--- config.mk ---
export PLATFORM = sky130hd
export DESIGN_NAME = hazard_fwd_ctrl
export DESIGN_NICKNAME = d
export VERILOG_FILES = /design/src/rtl/haz_pkg.sv /design/src/rtl/haz_fwd_sel.sv /design/src/rtl/hazard_fwd_ctrl.sv
export SDC_FILE = /design/constraint.sdc
export NUM_CORES = 1
export LEC_CHECK = 0
export ABC_AREA = 1
export BUFFER_PORTS_ARGS = -buffer_cell sky130_fd_sc_hd__buf_2
export CELL_PAD_IN_SITES_DETAIL_PLACEMENT = 1
export CELL_PAD_IN_SITES_GLOBAL_PLACEMENT = 1
export CORE_MARGIN = 1.5
export CORE_UTILIZATION = 38
export CTS_BUF_LIST = sky130_fd_sc_hd__clkbuf_2
export CTS_CLUSTER_DIAMETER = 200
export DETAILED_ROUTE_END_ITERATION = 8
export PLACE_DENSITY = 0.9
export REMOVE_ABC_BUFFERS = 1
export SYNTH_ARGS = -nofsm -noshare
export SYNTH_HDL_FRONTEND = slang
export SYNTH_SLANG_ARGS = --single-unit
export TNS_END_PERCENT = 10
--- constraint.sdc ---
create_clock -name i_clk -period 1.5 [get_ports i_clk]
set_input_delay 0.075 -clock i_clk [delete_from_list [all_inputs] [get_ports i_clk]]
set_output_delay 0.075 -clock i_clk [all_outputs]
set_load 0.02 [all_outputs]
--- src/rtl/haz_pkg.sv ---
// haz_pkg: shared types for the hazard/forwarding controller (HAZ_FWD_EN selects forwarding).
package haz_pkg;
  typedef enum logic [1:0] {FWD_RF = 2'b00, FWD_WB = 2'b01, FWD_MEM = 2'b10} fwd_sel_e;
  typedef enum logic [1:0] {RUN, LDUSE, MEMWAIT} haz_state_e;
  typedef struct packed {
    logic valid;
    logic wen;
    logic load;
    logic mem;
  } stage_info_t;
endpackage

--- src/rtl/haz_fwd_sel.sv ---
// haz_fwd_sel: combinational operand-select for one EX source; MEM beats WB, x0 never forwards.
module haz_fwd_sel
  import haz_pkg::*;
#(
  parameter int REG_AW = 5
) (
  input  logic [REG_AW-1:0] rs,
  input  logic              mem_fwd,
  input  logic [REG_AW-1:0] mem_rd,
  input  logic              wb_fwd,
  input  logic [REG_AW-1:0] wb_rd,
  output logic [1:0]        sel
);
  always_comb
    sel = !(|rs) ? FWD_RF : (mem_fwd && mem_rd == rs) ? FWD_MEM : (wb_fwd && wb_rd == rs) ? FWD_WB : FWD_RF;
endmodule

--- src/rtl/hazard_fwd_ctrl.sv ---
// hazard_fwd_ctrl: load-use stall, branch flush and dmem freeze sequencing with EX operand forwarding.
// Build with HAZ_FWD_EN for forwarding; without it every RAW dependency stalls until writeback retires.
module hazard_fwd_ctrl
  import haz_pkg::*;
#(
  parameter int REG_AW = 5,
  parameter int SEL_W  = 2
) (
  input  logic              i_clk,
  input  logic              i_rst,
  input  logic              i_id_valid,
  input  logic [REG_AW-1:0] i_id_rs1,
  input  logic [REG_AW-1:0] i_id_rs2,
  input  logic              i_id_rs1_use,
  input  logic              i_id_rs2_use,
  input  logic [REG_AW-1:0] i_id_rd,
  input  logic              i_id_regwen,
  input  logic              i_id_is_load,
  input  logic              i_id_is_mem,
  input  logic              i_ex_br_taken,
  input  logic              i_dmem_ready,
  output logic [SEL_W-1:0]  opa_sel,
  output logic [SEL_W-1:0]  opb_sel,
  output logic              o_stall_if,
  output logic              o_stall_id,
  output logic              o_stall_ex,
  output logic              o_flush_id,
  output logic              o_flush_ex
);
  haz_state_e state, state_n;
  stage_info_t ex, mem;
  logic [REG_AW-1:0] ex_rd, mem_rd, wb_rd;
  logic wb_valid, wb_wen;
  logic freeze, hold, flush, bubble, hazard;
  assign bubble = flush | hold;
`ifdef HAZ_FWD_EN
  logic [REG_AW-1:0] ex_rs1, ex_rs2;
  logic [1:0] sel_a, sel_b;
  assign hazard = ex.valid & ex.load & ex.wen & i_id_valid &
                  ((i_id_rs1_use & i_id_rs1 == ex_rd) | (i_id_rs2_use & i_id_rs2 == ex_rd));
  haz_fwd_sel #(.REG_AW(REG_AW)) u_sel_a (
    .rs(ex_rs1), .mem_fwd(mem.valid & mem.wen & !mem.load), .mem_rd(mem_rd),
    .wb_fwd(wb_valid & wb_wen), .wb_rd(wb_rd), .sel(sel_a)
  );
  haz_fwd_sel #(.REG_AW(REG_AW)) u_sel_b (
    .rs(ex_rs2), .mem_fwd(mem.valid & mem.wen & !mem.load), .mem_rd(mem_rd),
    .wb_fwd(wb_valid & wb_wen), .wb_rd(wb_rd), .sel(sel_b)
  );
  assign opa_sel = SEL_W'(sel_a);
  assign opb_sel = SEL_W'(sel_b);
  // Unread or bubbled sources capture x0 so they can never pick up a forward.
  always_ff @(posedge i_clk or posedge i_rst)
    if (i_rst) begin
      ex_rs1 <= '0;
      ex_rs2 <= '0;
    end else if (!freeze) begin
      ex_rs1 <= (i_id_valid & i_id_rs1_use & !bubble) ? i_id_rs1 : '0;
      ex_rs2 <= (i_id_valid & i_id_rs2_use & !bubble) ? i_id_rs2 : '0;
    end
`else
  logic hit1, hit2;
  assign hit1 = i_id_rs1_use & ((ex.valid & ex.wen & ex_rd == i_id_rs1) |
                                (mem.valid & mem.wen & mem_rd == i_id_rs1) |
                                (wb_valid & wb_wen & wb_rd == i_id_rs1));
  assign hit2 = i_id_rs2_use & ((ex.valid & ex.wen & ex_rd == i_id_rs2) |
                                (mem.valid & mem.wen & mem_rd == i_id_rs2) |
                                (wb_valid & wb_wen & wb_rd == i_id_rs2));
  assign hazard  = i_id_valid & (hit1 | hit2);
  assign opa_sel = '0;
  assign opb_sel = '0;
`endif
  always_comb begin
    freeze = !i_rst & !i_dmem_ready & (state == MEMWAIT | (mem.valid & mem.mem));
    flush = !i_rst & !freeze & i_ex_br_taken;
    hold = !i_rst & !freeze & !i_ex_br_taken & hazard;
    o_stall_if = freeze | hold;
    o_stall_id = freeze | hold;
    o_stall_ex = freeze;
    o_flush_id = flush;
    o_flush_ex = flush | hold;
`ifdef HAZ_FWD_EN
    state_n = freeze ? MEMWAIT : hold ? LDUSE : RUN;
`else
    state_n = freeze ? MEMWAIT : RUN;
`endif
  end
  always_ff @(posedge i_clk or posedge i_rst)
    if (i_rst) begin
      state <= RUN;
      ex <= '0;
      mem <= '0;
      ex_rd <= '0;
      mem_rd <= '0;
      wb_rd <= '0;
      wb_valid <= 1'b0;
      wb_wen <= 1'b0;
    end else begin
      state <= state_n;
      if (!freeze) begin
        ex <= bubble ? '0 : {i_id_valid, i_id_regwen & (|i_id_rd), i_id_is_load, i_id_is_mem};
        ex_rd <= i_id_rd;
        mem <= ex;
        mem_rd <= ex_rd;
        wb_valid <= mem.valid;
        wb_wen <= mem.wen;
        wb_rd <= mem_rd;
      end
    end
endmodule

# == Word-level counts from Yosys, hierarchy flattened ==
# Index checks and enable logic that the tools add are counted.
# totals
ff_bits,25
elab_cells,54
output_inout_bits,9
input_bits,25
# classes
n_reduce_logical,5
muxes,2
eq_ne,7
n_bitwise,28
# op_table
operator,count
== test 5 bit,6
AND 1 bit,20
OR 1 bit,8
OR reduction 5 bit,1
zero test 1 bit,4
2-to-1 mux 4 bit,1
"== test 2 bit, second input constant",1
2-to-1 mux 2 bit,1

# == Logic depth before layout (Yosys ltp) ==
# logic_depth
depth_word,10
ltp_mapped,11
depth_no_buf,11

# == Least setup slack after synthesis ==
# Ideal clock, no wire load.
# synth_path
kind,register to output
from,register state[1]
to,output port o_stall_if
arrival_ps,1345
path_buffers,1
required_ps,1425
stages_incl_launch_ff,8
path_slack_ps,80
path_cell_list,dfrtp_1 -> o21bai_2 -> nand2_2 -> inv_2 -> nor4_4 -> nand2_2 -> nand2_1 -> buf_4
# synth_via
elab_chain_len,8
# synth_lines
element,line,text
start: declaration,hazard_fwd_ctrl.sv:30,"haz_state_e state, state_n;"
start signal: assignment,hazard_fwd_ctrl.sv:98,state <= state_n;
== test 2 bit (*),hazard_fwd_ctrl.sv:73,freeze = !i_rst & !i_dmem_ready & (state == MEMWAIT | (mem.valid & mem.mem));
OR 1 bit (*),hazard_fwd_ctrl.sv:73,
AND 1 bit (*),hazard_fwd_ctrl.sv:73,
net o_stall_ex,hazard_fwd_ctrl.sv:26,"output logic o_stall_ex,"
zero test 1 bit,-,
AND 1 bit (3 in a row),hazard_fwd_ctrl.sv:75,hold = !i_rst & !freeze & !i_ex_br_taken & hazard;
OR 1 bit (*),-,
end: declaration,hazard_fwd_ctrl.sv:24,"output logic o_stall_if,"
# The timed path passes the listed nets; every way through them passes the cells marked *.

# == Worst setup path after layout ==
# layout_path
from,register ex[2] (netlist name)
to,output port o_stall_id
# layout_via
elab_chain_len,9
elab_cells_between_ends,13
cone_classes,13 x bitwise
# layout_lines
element,line,text
start: declaration,hazard_fwd_ctrl.sv:31,"stage_info_t ex, mem;"
start signal: assignment,hazard_fwd_ctrl.sv:100,"ex <= bubble ? '0 : {i_id_valid, i_id_regwen & (|i_id_rd), i_id_is_load, i_id_is_mem};"
AND 1 bit (*),"hazard_fwd_ctrl.sv:62, hazard_fwd_ctrl.sv:65",
"AND 1 bit, on equally long branches","hazard_fwd_ctrl.sv:62, hazard_fwd_ctrl.sv:65",
"OR 1 bit, on equally long branches","hazard_fwd_ctrl.sv:62, hazard_fwd_ctrl.sv:65",
"OR 1 bit, on equally long branches","hazard_fwd_ctrl.sv:63, hazard_fwd_ctrl.sv:66",
"AND 1 bit, on equally long branches","hazard_fwd_ctrl.sv:62, hazard_fwd_ctrl.sv:65",
OR 1 bit (*),hazard_fwd_ctrl.sv:68,assign hazard = i_id_valid & (hit1 | hit2);
AND 1 bit (*),hazard_fwd_ctrl.sv:68,
AND 1 bit (*),hazard_fwd_ctrl.sv:75,
OR 1 bit (*),hazard_fwd_ctrl.sv:77,o_stall_id = freeze | hold;
end: declaration,hazard_fwd_ctrl.sv:25,"output logic o_stall_id,"
# Every way passes the cells marked *; elsewhere a longest branch is shown, timed or not.

==> results_dict.tcl <==
set metrics [dict create \
    synthCells 248 \
    rsz0062_at_grt "true" \
    yosys_warnings 0 \
    die_y_microns 67.2 \
    drt_pre_antenna_iters 4 \
    fin_area_sq_um 2000 \
    fin_ws_ps -472 \
    avgSynthCellArea_sq_um 6.31 \
    finalMaxSlewViolations 0 \
    via_per_inst 4.93 \
    leakage_uw 0.00116 \
    start_util_pct 39.4 \
    crit_path_start_kind "flip-flop" \
    clk_pin_slew_ps 250 \
    nets 314 \
    wl_per_cell_microns 14.7 \
    core_area_sq_um 3970 \
    status "finished with violations" \
    synth_top_area_share_pct 38.4 \
    io_buffer_count 28 \
    drt_iter0_drc 66 \
    dieWidth_microns 67.2 \
    cp-end-kind "primary output" \
    timing.hold.ws_ps -1.66 \
    cts-root-buf "clkbuf_2" \
    drc_errors 0 \
    drt_wl_total_microns 4960 \
    cts_tree "built" \
    die_area_sq_um 4510 \
    clock_skew_ps 5.39 \
    synth_xor_area_share_pct 0.560 \
    utilization_pct 50.4 \
    io_pins 34 \
    synthTopCellsByArea "dfrtp_1 (38%), nand2_1 (26%), nor2_1 (6.0%), inv_1 (5.3%), o21ai_0 (4.2%)" \
    finalCriticalPeriod_ps 1970 \
    crit_arrival_ps 1900 \
    seq_area_frac_synth_pct 38.4 \
    path_class "flip-flop to primary output" \
    core.rowCount 23 \
    cp_max_fo 5 \
    synth_top_family_by_area "simple AND/OR/NAND/NOR gates" \
    finalSetupViolations 7 \
    maxCapViolations 0 \
    clock_latency_ps 390 \
    tns_ps -1520 \
    routabilityCongestion 0.831 \
    final.fill_count 539 \
    antenna_cells 0 \
    finalHoldViolations 1 \
    synth_top_area_cell "dfrtp_1" \
    fmax_mhz 507 \
    areaGrowthSynthToFinish_pct 27.9 \
    cts_htree_levels 1 \
    total_power_uw 1680 \
    violations "hold timing, setup timing" \
    hp-class "input port to flip-flop" \
    clockBufferDepth 2 \
    required_ps 1420 \
    layout.cells.most_common_list "nand2_1 (99), buf_2 (23), nor2_1 (22)" \
    mostFrequentLayoutCell "nand2_1" \
    dp_hpwl_microns 3310 \
    grt_use_total_pct 22.8 \
    antenna_found_initial 0 \
    synth_compound_area_share_pct 8.72 \
    netlist-cell-type-count 20 \
    synth-adder-area-share_pct 0 \
    grt_pass1_wl_microns 7620 \
    min_period_over_period_pct 131 \
    ir_worst_vdd_v 0.000405 \
    grt_pass1_vias 1643 \
    cts-buffers-inserted 3 \
    grt_overflow 0 \
    power_density_nw_per_um2 840 \
    synthesis.area_sq_um 1560 \
    cts_sinks 24 \
    grt_max_degree 25 \
    synth-seq-cells 24 \
    routed-via-count 1666 \
    yosys.area_share.simple_pct 39.8 \
    placed_cell_area_sq_um 1750 \
    drive_gt1_share_pct 29.2 \
    antenna_left 0 \
    synthMuxAreaShare_pct 0 \
]
==> stage by stage <==
step | worst slack, ps | std cells
floorplan | -267 | 242
global placement | 72.5 | 324
CTS | -397 | 336
finish | -472 | 338
global route | -590 | 338
detailed placement | 34.7 | 324
==> critical path: stages (launching register included) <==
cell	delay, ps
dfrtp_1	450
nand2_1	90
inv_2	80
nand2_1	70
nor2_1	170
nand3_1	110
nand3_2	90
nand2_2	50
nand2_2	100
nand2_4	80
nand2_4	90
buf_6	110
==> cells by family after synthesis <==
| logic type | Yosys count |
|---|---|
| AO/OA/AOI/OAI | 26 |
| XOR/XNOR | 1 |
| buffers and inverters | 44 |
| flip-flops | 24 |
| other | 1 |
| AND/OR/NAND/NOR | 152 |
==> per-layer routing <==
metal	up-vias	track usage (%)	routed length (microns)
met2	37	39.1	2550
met4	0	8.16	120
met5	-	0	0
met1	799	29.4	2100
met3	11	3.00	185
li1	819	-	-
==> final timing paths <==
path,start,to,slack [ps],cells after the start
worst max-delay path,ex[2],o_stall_id,-470,11
worst min-delay path,i_id_regwen,ex[2],-2,5
worst max register to register,ex[2],ex[3],-10,11
worst min register to register,wb_wen,wb_wen,510,2
max in group asynchronous,i_rst,wb_rd[0],870,4
min in group asynchronous,i_rst,ex_rd[0],380,4
==> cell type report <==
| class | instances | area, sq um | area share [%] |
|---|---|---|---|
| Inverter | 35 | 134 | 6.69 |
| Multi-Input combinational cell | 183 | 852 | 42.6 |
| Timing Repair Buffer | 42 | 302 | 15.1 |
| Tap cell | 50 | 62.6 | 3.13 |
| Clock inverter | 1 | 30.0 | 1.50 |
| Sequential cell | 24 | 606 | 30.3 |
| Clock buffer | 3 | 15.0 | 0.750 |
==> synthesized netlist by cell type <==
cell / instances
o21ai_0: 13
nor2_1: 25
nor4_4: 1
nand3_2: 1
a21oi_1: 1
o21ai_1: 11
nor2_2: 3
buf_2: 1
nor3_1: 1
o21bai_2: 1
nand3_1: 11
nand2_1: 108
dfrtp_1: 24
clkbuf_1: 1
inv_1: 22
buf_4: 7
nand2_2: 2
conb_1: 1
inv_2: 13
xor2_1: 1
==> state kept, by name, summed over array words and instances, names as in the netlist <==
| register | cells |
|---|---|
| wb_valid | 1 |
| ex | 3 |
| state | 1 |
| mem_rd | 5 |
| mem | 3 |
| ex_rd | 5 |
| wb_rd | 5 |
| wb_wen | 1 |
==> timing repair <==
action,4_1_cts,5_1_grt
endpoints found under the hold margin,30,0
hold buffers,7,0
pin swaps,2,14
buffers inserted,1,2
endpoints found under the setup margin,8,8
resized for setup,17,26
==> power by group <==
part	internal [uW]	switching [uW]	total, uW
clock network	229	233	462
logic	169	270	439
registers	711	68.2	780
No activity file was read; power rests on OpenSTA's default activity.
